--- src/rtl/uart_tx_fifo.sv ---
// uart_tx_fifo: buffered UART transmitter; host pushes words into a FIFO and each
// word is sent as BYTES_PER_WORD 8N1/8N2 frames, LS byte first, each byte LSB first.
// Ports:
//   clk, rst          clock (rising edge), asynchronous active-high reset
//   div_en, div_in    strobe latching clocks-per-bit into the divider (0 = disabled)
//   wr_en, wr_data    push a word into the FIFO
//   full, level       FIFO full flag and word count
//   wr_err            1-cycle pulse: push attempted while full, word dropped
//   ser_tx            registered serial line, idle high
//   tx_busy, tx_empty shifter mid-word; FIFO empty and shifter idle
// Optional feature: define UART_TX_PARITY_EN to insert a parity bit after the data
// bits (even, or odd when PARITY_ODD=1).
module uart_tx_fifo #(
  parameter int BYTES_PER_WORD = 4,
  parameter int FIFO_DEPTH = 8,
  parameter int STOP_BITS = 1,
  parameter int PARITY_ODD = 0
) (
  input  logic                                clk,
  input  logic                                rst,
  input  logic                                div_en,
  input  logic [15:0]                         div_in,
  input  logic                                wr_en,
  input  logic [8*BYTES_PER_WORD-1:0]         wr_data,
  output logic                                full,
  output logic [$clog2(FIFO_DEPTH+1)-1:0]     level,
  output logic                                wr_err,
  output logic                                ser_tx,
  output logic                                tx_busy,
  output logic                                tx_empty
);
  localparam int W = 8 * BYTES_PER_WORD;
  localparam int LW = $clog2(FIFO_DEPTH + 1);
  localparam int AW = $clog2(FIFO_DEPTH);
  typedef enum logic [2:0] {IDLE, START, DATA, PARITY, STOP} state_t;
`ifdef UART_TX_PARITY_EN
  localparam state_t AFTER_DATA = PARITY;
`else
  localparam state_t AFTER_DATA = STOP;
`endif
  logic [W-1:0] mem [FIFO_DEPTH];
  logic [AW-1:0] wp, rp;
  logic [15:0] div_reg, div_sh, div_sh_n, cnt, cnt_n;
  logic [W-1:0] word, word_n;
  logic [2:0] bit_idx, bit_n;
  logic [1:0] byte_idx, byte_n;
  state_t state, state_n;
  logic push, pop, bit_end, par, ser_n;
  assign full = level == LW'(FIFO_DEPTH);
  assign push = wr_en && !full;
  assign tx_busy = state != IDLE;
  assign tx_empty = level == '0 && state == IDLE;
  always_comb begin
    state_n = state;
    cnt_n = cnt;
    bit_n = bit_idx;
    byte_n = byte_idx;
    word_n = word;
    div_sh_n = div_sh;
    pop = 1'b0;
    bit_end = cnt == div_sh - 16'd1;
    if (state == IDLE) begin
      if (level != '0 && div_reg != '0) begin
        pop = 1'b1;
        state_n = START;
        cnt_n = '0;
        bit_n = '0;
        byte_n = '0;
        word_n = mem[rp];
        div_sh_n = div_reg;
      end
    end else if (bit_end) begin
      cnt_n = '0;
      case (state)
        START: begin
          state_n = DATA;
          bit_n = '0;
        end
        DATA: begin
          state_n = bit_idx == 3'd7 ? AFTER_DATA : DATA;
          bit_n = bit_idx == 3'd7 ? 3'd0 : bit_idx + 3'd1;
        end
        PARITY: begin
          state_n = STOP;
          bit_n = '0;
        end
        STOP: begin
          if (bit_idx == 3'(STOP_BITS - 1)) begin
            // more bytes in this word follow immediately, without an idle gap
            if (byte_idx == 2'(BYTES_PER_WORD - 1)) state_n = IDLE;
            else begin
              state_n = START;
              byte_n = byte_idx + 2'd1;
              word_n = word >> 8;
            end
          end else bit_n = bit_idx + 3'd1;
        end
        default: state_n = IDLE;
      endcase
    end else cnt_n = cnt + 16'd1;
    par = ^word_n[7:0] ^ 1'(PARITY_ODD);
    // ser_tx is registered from the next state so the line changes on the transition edge
    ser_n = state_n == START ? 1'b0 :
            state_n == DATA ? word_n[bit_n] :
            state_n == PARITY ? par : 1'b1;
  end
  always_ff @(posedge clk or posedge rst)
    if (rst) begin
      div_reg <= '0;
      wp <= '0;
      rp <= '0;
      level <= '0;
      wr_err <= 1'b0;
      state <= IDLE;
      cnt <= '0;
      bit_idx <= '0;
      byte_idx <= '0;
      word <= '0;
      div_sh <= '0;
      ser_tx <= 1'b1;
    end else begin
      if (div_en) div_reg <= div_in;
      if (push) wp <= wp + AW'(1);
      if (pop) rp <= rp + AW'(1);
      level <= level + LW'(push) - LW'(pop);
      wr_err <= wr_en && full;
      state <= state_n;
      cnt <= cnt_n;
      bit_idx <= bit_n;
      byte_idx <= byte_n;
      word <= word_n;
      div_sh <= div_sh_n;
      ser_tx <= ser_n;
    end
  always_ff @(posedge clk)
    if (push) mem[wp] <= wr_data;
endmodule

--- config.mk ---
export PLATFORM = sky130hd
export DESIGN_NAME = uart_tx_fifo
export DESIGN_NICKNAME = d
export VERILOG_FILES = /design/src/rtl/uart_tx_fifo.sv
export SDC_FILE = /design/constraint.sdc
export NUM_CORES = 1
export LEC_CHECK = 0
export CORE_UTILIZATION = 45
export CTS_CLUSTER_DIAMETER = 30
export DETAILED_ROUTE_END_ITERATION = 7
export GPL_ROUTABILITY_DRIVEN = 0
export SYNTH_ARGS = -nofsm -noshare
export SYNTH_HDL_FRONTEND = slang
export SYNTH_SLANG_ARGS = --single-unit
export TNS_END_PERCENT = 30
--- constraint.sdc ---
create_clock -name clk -period 4.8 [get_ports clk]
set_clock_uncertainty 0.2 [all_clocks]
set_input_delay 0.96 -clock clk [delete_from_list [all_inputs] [get_ports clk]]
set_output_delay 0.96 -clock clk [all_outputs]
set_load 0.02 [all_outputs]
Yosys cells after proc, flatten, opt, wreduce, memory -nomap -nowiden
Memory sizes are Yosys's and may differ from the RTL's. Cells that the tools add are included.

Input bits: 52. Bits in writable memories: 256. Memories kept: 1. Word-level logic and storage cells: 91. Flip-flop bits (word level): 100.

Add/sub/neg operators: 8. $lt $le $gt $ge: 1. Reduce and logical (&&, ||, !) cells: 18. Muxes and demuxes: 37. Eq/ne operators: 13.

Memories: mem (words 8, width 32, read ports 1, clocked after Yosys merged registers in 0, write ports 1, RTL line 41) `logic [W-1:0] mem [FIFO_DEPTH];`.

Operators with widths (number): $mux W32 (6); $mux W16 (3); $mux W3 (10); $add A16 B1 Y16 const B (1); $eq A16 B16 Y1 (1); $reduce_bool A16 Y1 (1); $sub A16 B1 Y16 const B (1); $eq A3 B2 Y1 const B (4); $mux W2 (6); $pmux W3 S4 (1); $add A3 B1 Y3 const B (3); $mux W1 (9); $pmux W3 S3 (1); $reduce_xor A8 Y1 (1); $eq A3 B1 Y1 const B (2); $eq A3 B3 Y1 const B (2); $logic_not A3 Y1 (2); $lt A3 B6 Y1 const B (1); $reduce_bool A2 Y1 (3); $reduce_and A5 Y1 (1); $add A4 B1 Y4 (1); $eq A4 B4 Y1 const B (1); $logic_and A1 B1 Y1 (4); $logic_not A4 Y1 (1); other kinds (11) (11).

Depth between registers and ports, before layout
Gate-level depths: netlist (run 1).

Depth in word-level cells: 10. Depth in mapped cells: 14. Depth with buffers taken out: 14.

Worst setup path after synthesis (run 1)
No wires, ideal clock.

Path type: input-to-reg. Start point: input wr_en. End point: memory mem[0][0] (netlist name) (enable). Library setup time: 0.461 ns. Slack: 0.567 ns. Data arrival time: 3.572 ns. Stages: 3. Path buffers: 0. Required time: 4.139 ns. Path through: nand2_1 -> or2_2 -> nor3_1.

Word-level cells in the longest chain between the ends: 3.

RTL lines: start: declaration (RTL line 23) `input logic wr_en,`; $logic_and A1 B1 Y1 (RTL line 50) `assign push = wr_en && !full;`; $mux W1 (RTL line 136) `if (push) mem[wp] <= wr_data;`; $mux W1 (not written as such) (RTL line 136); end: declaration (RTL line 41).

Every way passes these cells.

Final worst setup path (run 1)
Start point: register div_sh[0]. End point: register ser_tx.

Word-level cells in the longest chain between the ends: 8. Elaborated cells on any way between the ends: 17.

RTL lines: start: declaration (RTL line 43) `logic [15:0] div_reg, div_sh, div_sh_n, cnt, cnt_n;`; start signal: assignment (RTL line 132) `div_sh <= div_sh_n;`; $sub A16 B1 Y16 (*) (RTL line 61) `bit_end = cnt == div_sh - 16'd1;`; $eq A16 B16 Y1 (*) (RTL line 61); $mux W32 (*) (RTL line 72) `end else if (bit_end) begin`; $mux W32 (*) (RTL line 62) `if (state == IDLE) begin`; named net word_n[5] (RTL line 44) `logic [W-1:0] word, word_n;`; $bmux W1 S3 or $reduce_xor A8 Y1 (tied branches) (RTL line 104, 101); $mux W1 (on tied branches) (RTL line 104, 105); $mux W1 (*) (RTL line 104) `state_n == DATA ? word_n[bit_n] :`; $mux W1 (*) (RTL line 103) `ser_n = state_n == START ? 1'b0 :`; named net ser_n (RTL line 48) `logic push, pop, bit_end, par, ser_n;`; end signal: assignment (RTL line 133) `ser_tx <= ser_n;`; end: declaration (RTL line 28) `output logic ser_tx,`.

Mark *: on every way through the listed nets, which the timed path passes. The rest lies on a longest branch. The select of a mux whose other input is x is not followed. A chain may end at the register's enable or synchronous reset.

==> results of run 1 <==
[critical path: cells and delay by family (launching register included)]
kind | cells | cell delay, ns
flops | 1 | 0.41
fa+ha+maj | 1 | 0.22
buf+inv | 1 | 0.09
compound gates | 4 | 1.08
simple gates | 4 | 1.12
xor+xnor | 4 | 0.87
[cells by family after synthesis]
logic type	Yosys count
buffers and inverters	73
and+or+nand+nor	228
DFF	356
xor gates and xnor gates	35
adders and majority gates	15
AOI/OAI and AO/OA	112
muxes	113
[final cells by class]
type                            count  area (sq um)
Clock inverter                     59           676
Tap cell                          442           553
Multi-Input combinational cell    503          4470
Fill cell                        2569         13800
Sequential cell                   356         10200
Inverter                           29           111
Timing Repair Buffer               80           763
Clock buffer                       82          1960
[power by group]
part,internal (mW),leakage [nW],switching [mW],total [mW]
registers,3.96,3.56,0.453,4.41
clock network,3.51,1.27,1.71,5.23
logic,1.37,2.00,1.48,2.86
total,8.84,6.82,3.65,12.5
[placed cells by master (no fill, tap or decap), types with 11 or more instances in the layout]
| cell type | n |
|---|---|
| sky130_fd_sc_hd__clkbuf_16 | 77 |
| sky130_fd_sc_hd__xor2_1 | 11 |
| sky130_fd_sc_hd__edfxtp_1 | 256 |
| sky130_fd_sc_hd__ha_1 | 14 |
| sky130_fd_sc_hd__dfrtp_1 | 96 |
| sky130_fd_sc_hd__nand3_1 | 16 |
| sky130_fd_sc_hd__clkdlybuf4s50_1 | 60 |
| sky130_fd_sc_hd__clkinv_2 | 15 |
| sky130_fd_sc_hd__nor2_1 | 45 |
| sky130_fd_sc_hd__nand2_1 | 85 |
| sky130_fd_sc_hd__mux2i_1 | 30 |
| sky130_fd_sc_hd__xnor2_1 | 22 |
| sky130_fd_sc_hd__a221o_1 | 16 |
| sky130_fd_sc_hd__o21ai_0 | 41 |
| sky130_fd_sc_hd__inv_1 | 28 |
| sky130_fd_sc_hd__buf_4 | 19 |
| sky130_fd_sc_hd__mux4_2 | 64 |
| sky130_fd_sc_hd__mux2_2 | 19 |
[final timing paths]
| check | from | end | slack (ns) | depth (start not counted) |
|---|---|---|---|---|
| setup / recovery | div_sh[0] | ser_tx | 0.74 | 14 |
| hold / removal | word[29] | word[29] | 0.28 | 2 |
| setup reg to reg | div_sh[0] | ser_tx | 0.74 | 14 |
| hold reg to reg | word[29] | word[29] | 0.28 | 2 |
| max in group asynchronous | rst | cnt[6] | 2.91 | 3 |
| min in group asynchronous | rst | level[3] | 0.70 | 2 |
[through the flow]
| step | instances | util | hold WS (ns) | instance area [sq um] | worst slack [ns] |
|---|---|---|---|---|---|
| after floorplan | 932 | - | 0.250 | 14900 | 0.567 |
| after global placement | 1410 | 0.495 | 0.271 | 16100 | 0.852 |
| after detailed placement | 1410 | 0.495 | 0.275 | 16100 | 0.747 |
| after CTS | 1551 | 0.576 | 0.284 | 18700 | 0.723 |
| after global routing | 1551 | 0.576 | 0.316 | 18700 | 0.364 |
| final | 1551 | 0.576 | 0.282 | 18700 | 0.737 |
[metal layers]
| metal | share of wire | track usage | wire [um] |
|---|---|---|---|
| met2 | 0.50 | 0.324 | 15500 |
| met3 | 0.039 | 0.0454 | 1220 |
| met1 | 0.43 | 0.248 | 13500 |
| met5 | 0.00054 | 0 | 17 |
| met4 | 0.030 | 0.0887 | 943 |
==> impl_metrics.py, run 1 <==
metrics = {
    "route": {
        "vias_per_cell": 5.34,
        "final_antenna_net_count": 0,
        "vias": 8286,
        "drt_first_iter_violations": 601,
        "drt_pre_antenna_iters": 5,
        "drc_errors": 0,
        "drt_wl_total_um": 31300,
        "wl_per_cell_um": 20.2,
    },
    "sta": {
        "clock.fmax_mhz": 246,
        "period_minus_slack_ns": 4.06,
        "final-setup-viol-count": 0,
        "min_period_over_period": 0.846,
        "rsz0062_at_grt": "no",
        "tns_ns": 0,
        "finalHoldViolations": 0,
        "timing.slew.headroom": 0.305,
        "worst-slew-pin-transition_ns": 1.04,
        "timing.final.max_slew_violations": 0,
    },
    "grt": {
        "total_routing_resource_utilization_after_global_routing": 0.197,
        "grt_first_pass_wirelength_um": 49800,
        "first_global_vias": 8864,
        "grt_max_degree": 62,
        "global_route.overflow_total": 0,
        "antenna_found_initial": 1,
    },
    "synthesis": {
        "asyncSetResetFlopFracSynth": 0.281,
        "yosysUniqueCellTypes": 67,
        "netlist_top_cells_count": "256 x sky130_fd_sc_hd__edfxtp_1, 99 x sky130_fd_sc_hd__dfrtp_1, 85 x sky130_fd_sc_hd__nand2_1",
        "synth_area_in_xor_xnor": 0.0220,
        "cell_with_the_most_instances_after_synthesis": "sky130_fd_sc_hd__edfxtp_1",
        "synth_area_sq_um": 14900,
        "yosysWarnings": 0,
        "syn-num-nets": 999,
        "synthFlopType": "sky130_fd_sc_hd__edfxtp_1",
        "post_synth_mux_area_share": 0.131,
        "fraction_of_the_yosys_area_taken_by_sequential_cells": 0.684,
        "yosys.area_share.adder": 0.0131,
        "synth_compound_gate_area_share": 0.0528,
        "count_of_flip_flops_with_a_built_in_enable_after_synthesis": 256,
        "synth_area_leaders": "sky130_fd_sc_hd__edfxtp_1 52%, sky130_fd_sc_hd__dfrtp_1 17%, sky130_fd_sc_hd__mux4_2 9.7%, sky130_fd_sc_hd__nand2_1 2.1%, sky130_fd_sc_hd__mux2i_1 2.0%",
        "synth_top_family_by_area": "multiplexers",
        "synth_simple_gate_area_frac": 0.0771,
        "syn_area_per_cell_sq_um": 16.0,
        "yosys_register_bits": 356,
        "synth_top_cell_area_share": 0.516,
        "postSynthCellCount": 932,
        "synth.largest_area_cell": "sky130_fd_sc_hd__edfxtp_1",
    },
    "setup_path": {
        "critPathMaxStageDelay_ns": 0.49,
        "required_ns": 5.10,
        "critPathMostFrequentCell": "sky130_fd_sc_hd__xnor2_1",
        "setup.worst_path.start_class": "flip-flop",
        "cp.arrival_ns": 4.36,
        "cp_slowest_cell": "sky130_fd_sc_hd__nor4b_4",
        "path_class": "flip-flop to flip-flop",
        "worst_path_cell_chain": "inv_1, ha_1, nor4b_2, nand2_1, xnor2_1, o32a_1, nor4b_4, nor2_2, a221oi_1, xnor2_1, xnor3_1, xnor2_1, a21oi_1, o21bai_1",
        "cp-end-kind": "flip-flop",
        "path_max_fanout": 7,
    },
    "floorplan": {
        "dieWidth_um": 184,
        "design.portCount": 61,
        "fp-row-count": 66,
        "die-area_sq_um": 33800,
        "die_y_um": 184,
        "floorplan.core_area_sq_um": 32500,
        "initial_core_utilization": 0.458,
    },
    "final_layout": {
        "top_register": "mem",
        "layout-drive-gt1-share": 0.237,
        "largest_reg_flops": 256,
        "reg.largest.list": "mem (256), word (32)",
        "diodes": 0,
        "area_growth_syn_to_layout_pct": 25.7,
        "fin_nets": 1113,
    },
    "power_and_ir_drop": {
        "power_per_cell_area_nw_per_um2": 667,
        "irDropWorstVdd_v": 0.000453,
        "total_chip_power_mw": 12.5,
        "total_leakage_power_nw": 6.82,
    },
    "flow_run": {
        "timing.max_cap.violations": 0,
    },
    "clock_tree": {
        "clock_insertion_delay_worst_skew_ns": 0.58,
        "clock_pin_slew_worst_setup_and_hold_paths_ns": 0.04,
        "clock_sink_total": 356,
        "numCtsBuffers": 76,
        "tritoncts": "built",
        "ctsHoldBuffers": 0,
        "clk_path_buf_depth": 3,
        "post_cts.resized_instances": 0,
        "htree_num_levels": 3,
        "cts-root-buf": "sky130_fd_sc_hd__clkbuf_16",
        "cts_post_setup_buffers_inserted": 0,
    },
    "place": {
        "place_hpwl_um": 18000,
        "port_buffers": 60,
    },
    "min_path": {
        "class_of_the_tightest_hold_or_removal_check": "flip-flop to flip-flop",
    },
    "run_status": {
        "run_status": "completed",
    },
}
No activity file was read; power rests on OpenSTA's default activity.
==> inputs of run 2 (changes only) <==
==> constraint.sdc (replaced) <==
create_clock -name clk -period 3.59 [get_ports clk]
set_clock_uncertainty 0.2 [all_clocks]
set_input_delay 0.718 -clock clk [delete_from_list [all_inputs] [get_ports clk]]
set_output_delay 0.718 -clock clk [all_outputs]
set_load 0.02 [all_outputs]
==> impl_metrics.py, run 2 (synthesis results as in run 1) <==
metrics = {
    "run_status": {
        "run_status": "complete, but fails checks",
        "violations": "setup timing",
    },
    "grt": {
        "antenna_found_initial": 1,
        "grt_first_pass_wirelength_um": 51800,
        "total_routing_resource_utilization_after_global_routing": 0.205,
        "global_route.overflow_total": 0,
        "grt_max_degree": 55,
        "first_global_vias": 9375,
    },
    "final_layout": {
        "diodes": 0,
        "fin_nets": 1167,
        "layout-drive-gt1-share": 0.286,
        "area_growth_syn_to_layout_pct": 32.0,
        "final_cell_area_excluding_filler_cells_sq_um": 19700,
        "layout_commonest_cell": "sky130_fd_sc_hd__edfxtp_1",
        "most_frequent_cells_in_the_layout": "256 x sky130_fd_sc_hd__edfxtp_1, 96 x sky130_fd_sc_hd__dfrtp_1, 85 x sky130_fd_sc_hd__nand2_1",
        "reg.largest.list": "mem (256), word (32)",
        "top_register": "mem",
        "largest_reg_flops": 256,
        "final_util": 0.604,
    },
    "clock_tree": {
        "numCtsBuffers": 81,
        "htree_num_levels": 3,
        "clock_insertion_delay_worst_skew_ns": 0.59,
        "tritoncts": "built",
        "cts-root-buf": "sky130_fd_sc_hd__clkbuf_16",
        "clock_sink_total": 356,
        "clock_pin_slew_worst_setup_and_hold_paths_ns": 0.04,
        "clk_path_buf_depth": 3,
    },
    "setup_path": {
        "cp_slowest_cell": "sky130_fd_sc_hd__dfrtp_1",
        "setup.worst_path.start_class": "flip-flop",
        "cp-end-kind": "flip-flop",
        "required_ns": 3.88,
        "path_max_fanout": 5,
        "cp.arrival_ns": 3.90,
        "path_class": "flip-flop to flip-flop",
        "critPathMaxStageDelay_ns": 0.44,
        "worst_path_cell_chain": "buf_4, or3_1, nor3_1, a32o_2, o211ai_2, nor4b_4, nor2_2, buf_4, a221oi_4, xnor2_1, xnor3_1, xnor2_1, a21oi_1, o21bai_1",
    },
    "floorplan": {
        "floorplan.core_area_sq_um": 32500,
        "fp-row-count": 66,
        "design.portCount": 61,
        "die-area_sq_um": 33800,
        "initial_core_utilization": 0.458,
        "dieWidth_um": 184,
        "die_y_um": 184,
    },
    "power_and_ir_drop": {
        "clock_network_power_share": 0.434,
        "power_frac_comb": 0.244,
        "power_per_cell_area_nw_per_um2": 919,
        "seqPwrFrac": 0.322,
        "total_leakage_power_nw": 7.28,
        "irDropWorstVdd_v": 0.000563,
        "swShare": 0.283,
        "netSwitchingPower_mw": 5.12,
        "intPower_mw": 13.0,
    },
    "flow_run": {
        "timing.max_cap.violations": 0,
    },
    "sta": {
        "clock.fmax_mhz": 277,
        "worst-slew-pin-transition_ns": 0.778,
        "period_minus_slack_ns": 3.61,
        "finalHoldViolations": 0,
        "timing.slew.headroom": 0.480,
        "final-setup-viol-count": 1,
        "min_period_over_period": 1.00,
        "setup_slack_ns": -0.0158,
        "timing.final.max_slew_violations": 0,
        "rsz0062_at_grt": "yes",
    },
    "place": {
        "place_hpwl_um": 18700,
        "port_buffers": 60,
        "dpl_cell_area_sq_um": 16600,
    },
    "min_path": {
        "class_of_the_tightest_hold_or_removal_check": "flip-flop to flip-flop",
    },
    "route": {
        "drt_wl_total_um": 32500,
        "vias_per_cell": 5.38,
        "drc_errors": 0,
        "vias": 8653,
        "drt_first_iter_violations": 559,
        "wl_per_cell_um": 20.2,
        "final_antenna_net_count": 0,
        "drt_pre_antenna_iters": 5,
    },
}
-- run 2: path summary, 6_finish.rpt --
check | startpoint | endpoint | slack [ns] | cells past startpoint
worst max-delay path | div_sh[2] | ser_tx | -0.02 | 14
worst min-delay path | word[28] | word[28] | 0.28 | 2
worst max register to register | div_sh[2] | ser_tx | -0.02 | 14
worst min register to register | word[28] | word[28] | 0.28 | 2
max in group asynchronous | rst | cnt[14] | 2.09 | 3
min in group asynchronous | rst | level[2] | 0.36 | 2
-- run 2: critical path, delay by kind of cell, from the launching register on --
kind                      cells  cell delay [ns]
and+or+nand+nor               4             1.06
AOI/OAI and AO/OA             5             0.83
xor gates and xnor gates      3             0.60
DFF                           1             0.44
buffers and inverters         2             0.38
-- run 2: stage by stage --
stage,hold WS [ns],setup TNS [ns],worst slack [ns],total power [mW],instances
final,0.279,-0.0158,-0.0158,18.1,1609
after global routing,0.318,-0.270,-0.270,18.9,1609
after detailed placement,0.275,-0.213,-0.213,10.2,1457
after CTS,0.281,-0.0439,-0.0439,18.3,1608
after global placement,0.262,-0.126,-0.126,10.2,1457
after floorplan,0.250,-8.71,-0.272,8.69,932
-- run 2: layer usage --
| layer | up-vias | track usage | share of wire |
|---|---|---|---|
| li1 | 3954 | - | - |
| met1 | 4440 | 0.255 | 0.42 |
| met2 | 190 | 0.353 | 0.52 |
| met3 | 67 | 0.0422 | 0.040 |
| met4 | 2 | 0.0747 | 0.023 |
| met5 | - | 0 | 0.00046 |
-- run 2: area by class of cell --
type | count | area, sq um
inverter | 29 | 111
sequential | 356 | 10200
timing repair buffer | 129 | 1240
multi-input combinational | 503 | 4580
clock buffer | 102 | 2260
clock inverter | 48 | 727
fill | 2467 | 12900
tap | 442 | 553
-- run 2: power groups by stage --
stage	clock (mW)	combinational (mW)	sequential, mW
2_1_floorplan	0	3.00	5.69
3_3_place_gp	0	4.30	5.85
3_5_place_dp	0	4.35	5.87
4_1_cts	7.95	4.47	5.82
5_1_grt	8.15	4.84	5.91
6_report	7.84	4.41	5.82
-- run 2: what timing repair did --
item | 4_1_cts | 5_1_grt
buffers inserted | 1 | 1
setup endpoints to repair | 1 | 1
hold buffers | 0 | 0
resized for setup | 11 | 5
pin swaps | 4 | 1
==> inputs of run 3 (changes only) <==
--- a/config.mk
+++ b/config.mk
@@ -9,6 +9,8 @@
 export CTS_CLUSTER_DIAMETER = 30
 export DETAILED_ROUTE_END_ITERATION = 7
 export GPL_ROUTABILITY_DRIVEN = 0
+export PLACE_DENSITY = 0.62
+export SETUP_SLACK_MARGIN = 0.4
 export SYNTH_ARGS = -nofsm -noshare
 export SYNTH_HDL_FRONTEND = slang
 export SYNTH_SLANG_ARGS = --single-unit
==> impl_metrics.py, run 3 (synthesis results as in run 1) <==
metrics = {
    "run_status": {
        "run_status": "complete, but fails checks",
        "violations": "setup timing",
    },
    "grt": {
        "grt_max_degree": 101,
        "first_global_vias": 9100,
        "antenna_found_initial": 1,
        "global_route.overflow_total": 0,
        "total_routing_resource_utilization_after_global_routing": 0.202,
        "grt_first_pass_wirelength_um": 51100,
    },
    "floorplan": {
        "die-area_sq_um": 33800,
        "floorplan.core_area_sq_um": 32500,
        "die_y_um": 184,
        "dieWidth_um": 184,
        "initial_core_utilization": 0.458,
        "fp-row-count": 66,
        "design.portCount": 61,
    },
    "sta": {
        "worst-slew-pin-transition_ns": 0.757,
        "holdWs_ns": 0.284,
        "timing.slew.headroom": 0.493,
        "finalHoldViolations": 0,
        "rsz0062_at_grt": "yes",
        "final-setup-viol-count": 1,
        "min_period_over_period": 1.02,
        "period_minus_slack_ns": 3.67,
        "clock.fmax_mhz": 272,
        "setup_slack_ns": -0.0825,
        "timing.final.max_slew_violations": 0,
    },
    "clock_tree": {
        "ctsHoldBuffers": 0,
        "clock_pin_slew_worst_setup_and_hold_paths_ns": 0.05,
        "htree_num_levels": 3,
        "clk_path_buf_depth": 3,
        "clock_sink_total": 356,
        "clock_insertion_delay_worst_skew_ns": 0.59,
        "tritoncts": "built",
        "numCtsBuffers": 73,
        "cts-root-buf": "sky130_fd_sc_hd__clkbuf_16",
    },
    "route": {
        "vias": 8677,
        "met2_wirelength_um": 16600,
        "drt_first_iter_violations": 628,
        "dr.max_layer_used": "met5",
        "met3_length_um": 1400,
        "final_antenna_net_count": 0,
        "drt_wl_total_um": 32900,
        "routedLengthMet1_um": 14000,
        "drt_pre_antenna_iters": 6,
        "drc_errors": 0,
        "wl_per_cell_um": 20.3,
        "vias_per_cell": 5.36,
    },
    "setup_path": {
        "cp.arrival_ns": 3.94,
        "path_class": "flip-flop to flip-flop",
        "r2r_cells": 18,
        "path_max_fanout": 4,
        "cp-end-kind": "flip-flop",
        "worst-r2r-setup-slack_ns": -0.08,
        "timing.rr.end": "ser_tx",
        "endpoint": "ser_tx",
        "cp-startpoint": "div_sh[0]",
        "worst_r2r_startpoint": "div_sh[0]",
        "setup.worst_path.start_class": "flip-flop",
        "required_ns": 3.86,
    },
    "power_and_ir_drop": {
        "total_leakage_power_nw": 7.31,
        "power_per_cell_area_nw_per_um2": 887,
        "total_chip_power_mw": 17.5,
        "irDropWorstVdd_v": 0.000467,
    },
    "min_path": {
        "class_of_the_tightest_hold_or_removal_check": "flip-flop to flip-flop",
    },
    "final_layout": {
        "reg.largest.list": "mem (256), word (32)",
        "area_growth_syn_to_layout_pct": 32.7,
        "register_area_sq_um": 10200,
        "layout_commonest_cell": "sky130_fd_sc_hd__edfxtp_1",
        "multi_input_area_sq_um": 4760,
        "fin_nets": 1184,
        "finalNonFillerCells": 1619,
        "largest_reg_flops": 256,
        "final_util": 0.607,
        "num-fill-cells": 2434,
        "diodes": 0,
        "top_register": "mem",
        "layout-drive-gt1-share": 0.305,
        "final_cell_area_excluding_filler_cells_sq_um": 19800,
        "most_frequent_cells_in_the_layout": "256 x sky130_fd_sc_hd__edfxtp_1, 94 x sky130_fd_sc_hd__dfrtp_1, 84 x sky130_fd_sc_hd__nand2_1",
    },
    "place": {
        "post-place-cells": 1458,
        "port_buffers": 60,
        "place_hpwl_um": 18500,
        "dpl_cell_area_sq_um": 16600,
    },
    "flow_run": {
        "timing.max_cap.violations": 0,
    },
}
## run 3: cell count changes in the layout (fill, tap and decap cells not counted), moves of 3 or more
cell	before	now
sky130_fd_sc_hd__buf_4	59	67
sky130_fd_sc_hd__clkbuf_8	11	1
sky130_fd_sc_hd__o21ai_1	0	21
sky130_fd_sc_hd__clkbuf_1	8	13
sky130_fd_sc_hd__nor4_1	6	3
sky130_fd_sc_hd__clkinv_1	3	8
sky130_fd_sc_hd__o21ai_0	41	19
sky130_fd_sc_hd__buf_6	0	13
sky130_fd_sc_hd__clkbuf_16	83	74
## run 3: metrics by stage
| step | worst slack, ns | TNS (ns) |
|---|---|---|
| after floorplan | 0.0705 | 0 |
| after global placement | -0.140 | -0.140 |
| after detailed placement | -0.212 | -0.212 |
| after CTS | -0.122 | -0.122 |
| after global routing | -0.270 | -0.270 |
| final | -0.0825 | -0.0825 |
## run 3: critical path, cell delays in order (launching register included)
cell and delay [ns]:
sky130_fd_sc_hd__dfrtp_1 0.38, sky130_fd_sc_hd__buf_4 0.16, sky130_fd_sc_hd__nor3_4 0.29, sky130_fd_sc_hd__nand3_2 0.14, sky130_fd_sc_hd__buf_4 0.17, sky130_fd_sc_hd__o31a_1 0.28, sky130_fd_sc_hd__o211ai_1 0.19, sky130_fd_sc_hd__buf_4 0.16
sky130_fd_sc_hd__nor4b_4 0.05, sky130_fd_sc_hd__buf_4 0.15, sky130_fd_sc_hd__buf_4 0.12, sky130_fd_sc_hd__buf_4 0.13, sky130_fd_sc_hd__a22oi_2 0.22, sky130_fd_sc_hd__a21o_1 0.14, sky130_fd_sc_hd__o21ai_0 0.11, sky130_fd_sc_hd__a211oi_2 0.28
sky130_fd_sc_hd__xnor2_1 0.15, sky130_fd_sc_hd__a21oi_1 0.08, sky130_fd_sc_hd__o21bai_1 0.15
## run 3: timing repair
item                                    in CTS  in global routing
cloned                                       0                  1
resized for setup                           19                 76
endpoints found under the setup margin      22                 34
setup buffers                                3                 22
pin swaps                                   10                 37
## run 3: cell type report
type / count / area share
Sequential cell: 356 / 0.516
Multi-Input combinational cell: 503 / 0.241
Clock buffer: 87 / 0.0956
Timing Repair Buffer: 154 / 0.0771
Clock inverter: 48 / 0.0367
Tap cell: 442 / 0.0280
Inverter: 29 / 0.00589
## run 3: worst min-delay path by stage
stage / to / slack (ns) / cells after the start / from
after floorplan: word[24] / 0.25 / 2 / word[24]
after global placement: word[26] / 0.27 / 2 / word[26]
after detailed placement: word[28] / 0.28 / 2 / word[28]
after CTS: word[28] / 0.28 / 2 / word[28]
after global routing: word[20] / 0.33 / 1 / word[28]
final: word[28] / 0.28 / 2 / word[28]
## run 3: power by group
group | total [mW] | internal [mW] | switching, mW
Clock | 7.01 | 4.75 | 2.26
Combinational | 4.72 | 2.34 | 2.37
Sequential | 5.80 | 5.29 | 0.517
Total | 17.5 | 12.4 | 5.15
## run 3: metal layers
metal,track usage,up-vias
li1,-,3981
met1,0.259,4417
met2,0.337,209
met3,0.0398,68
met4,0.0837,2
met5,0,-
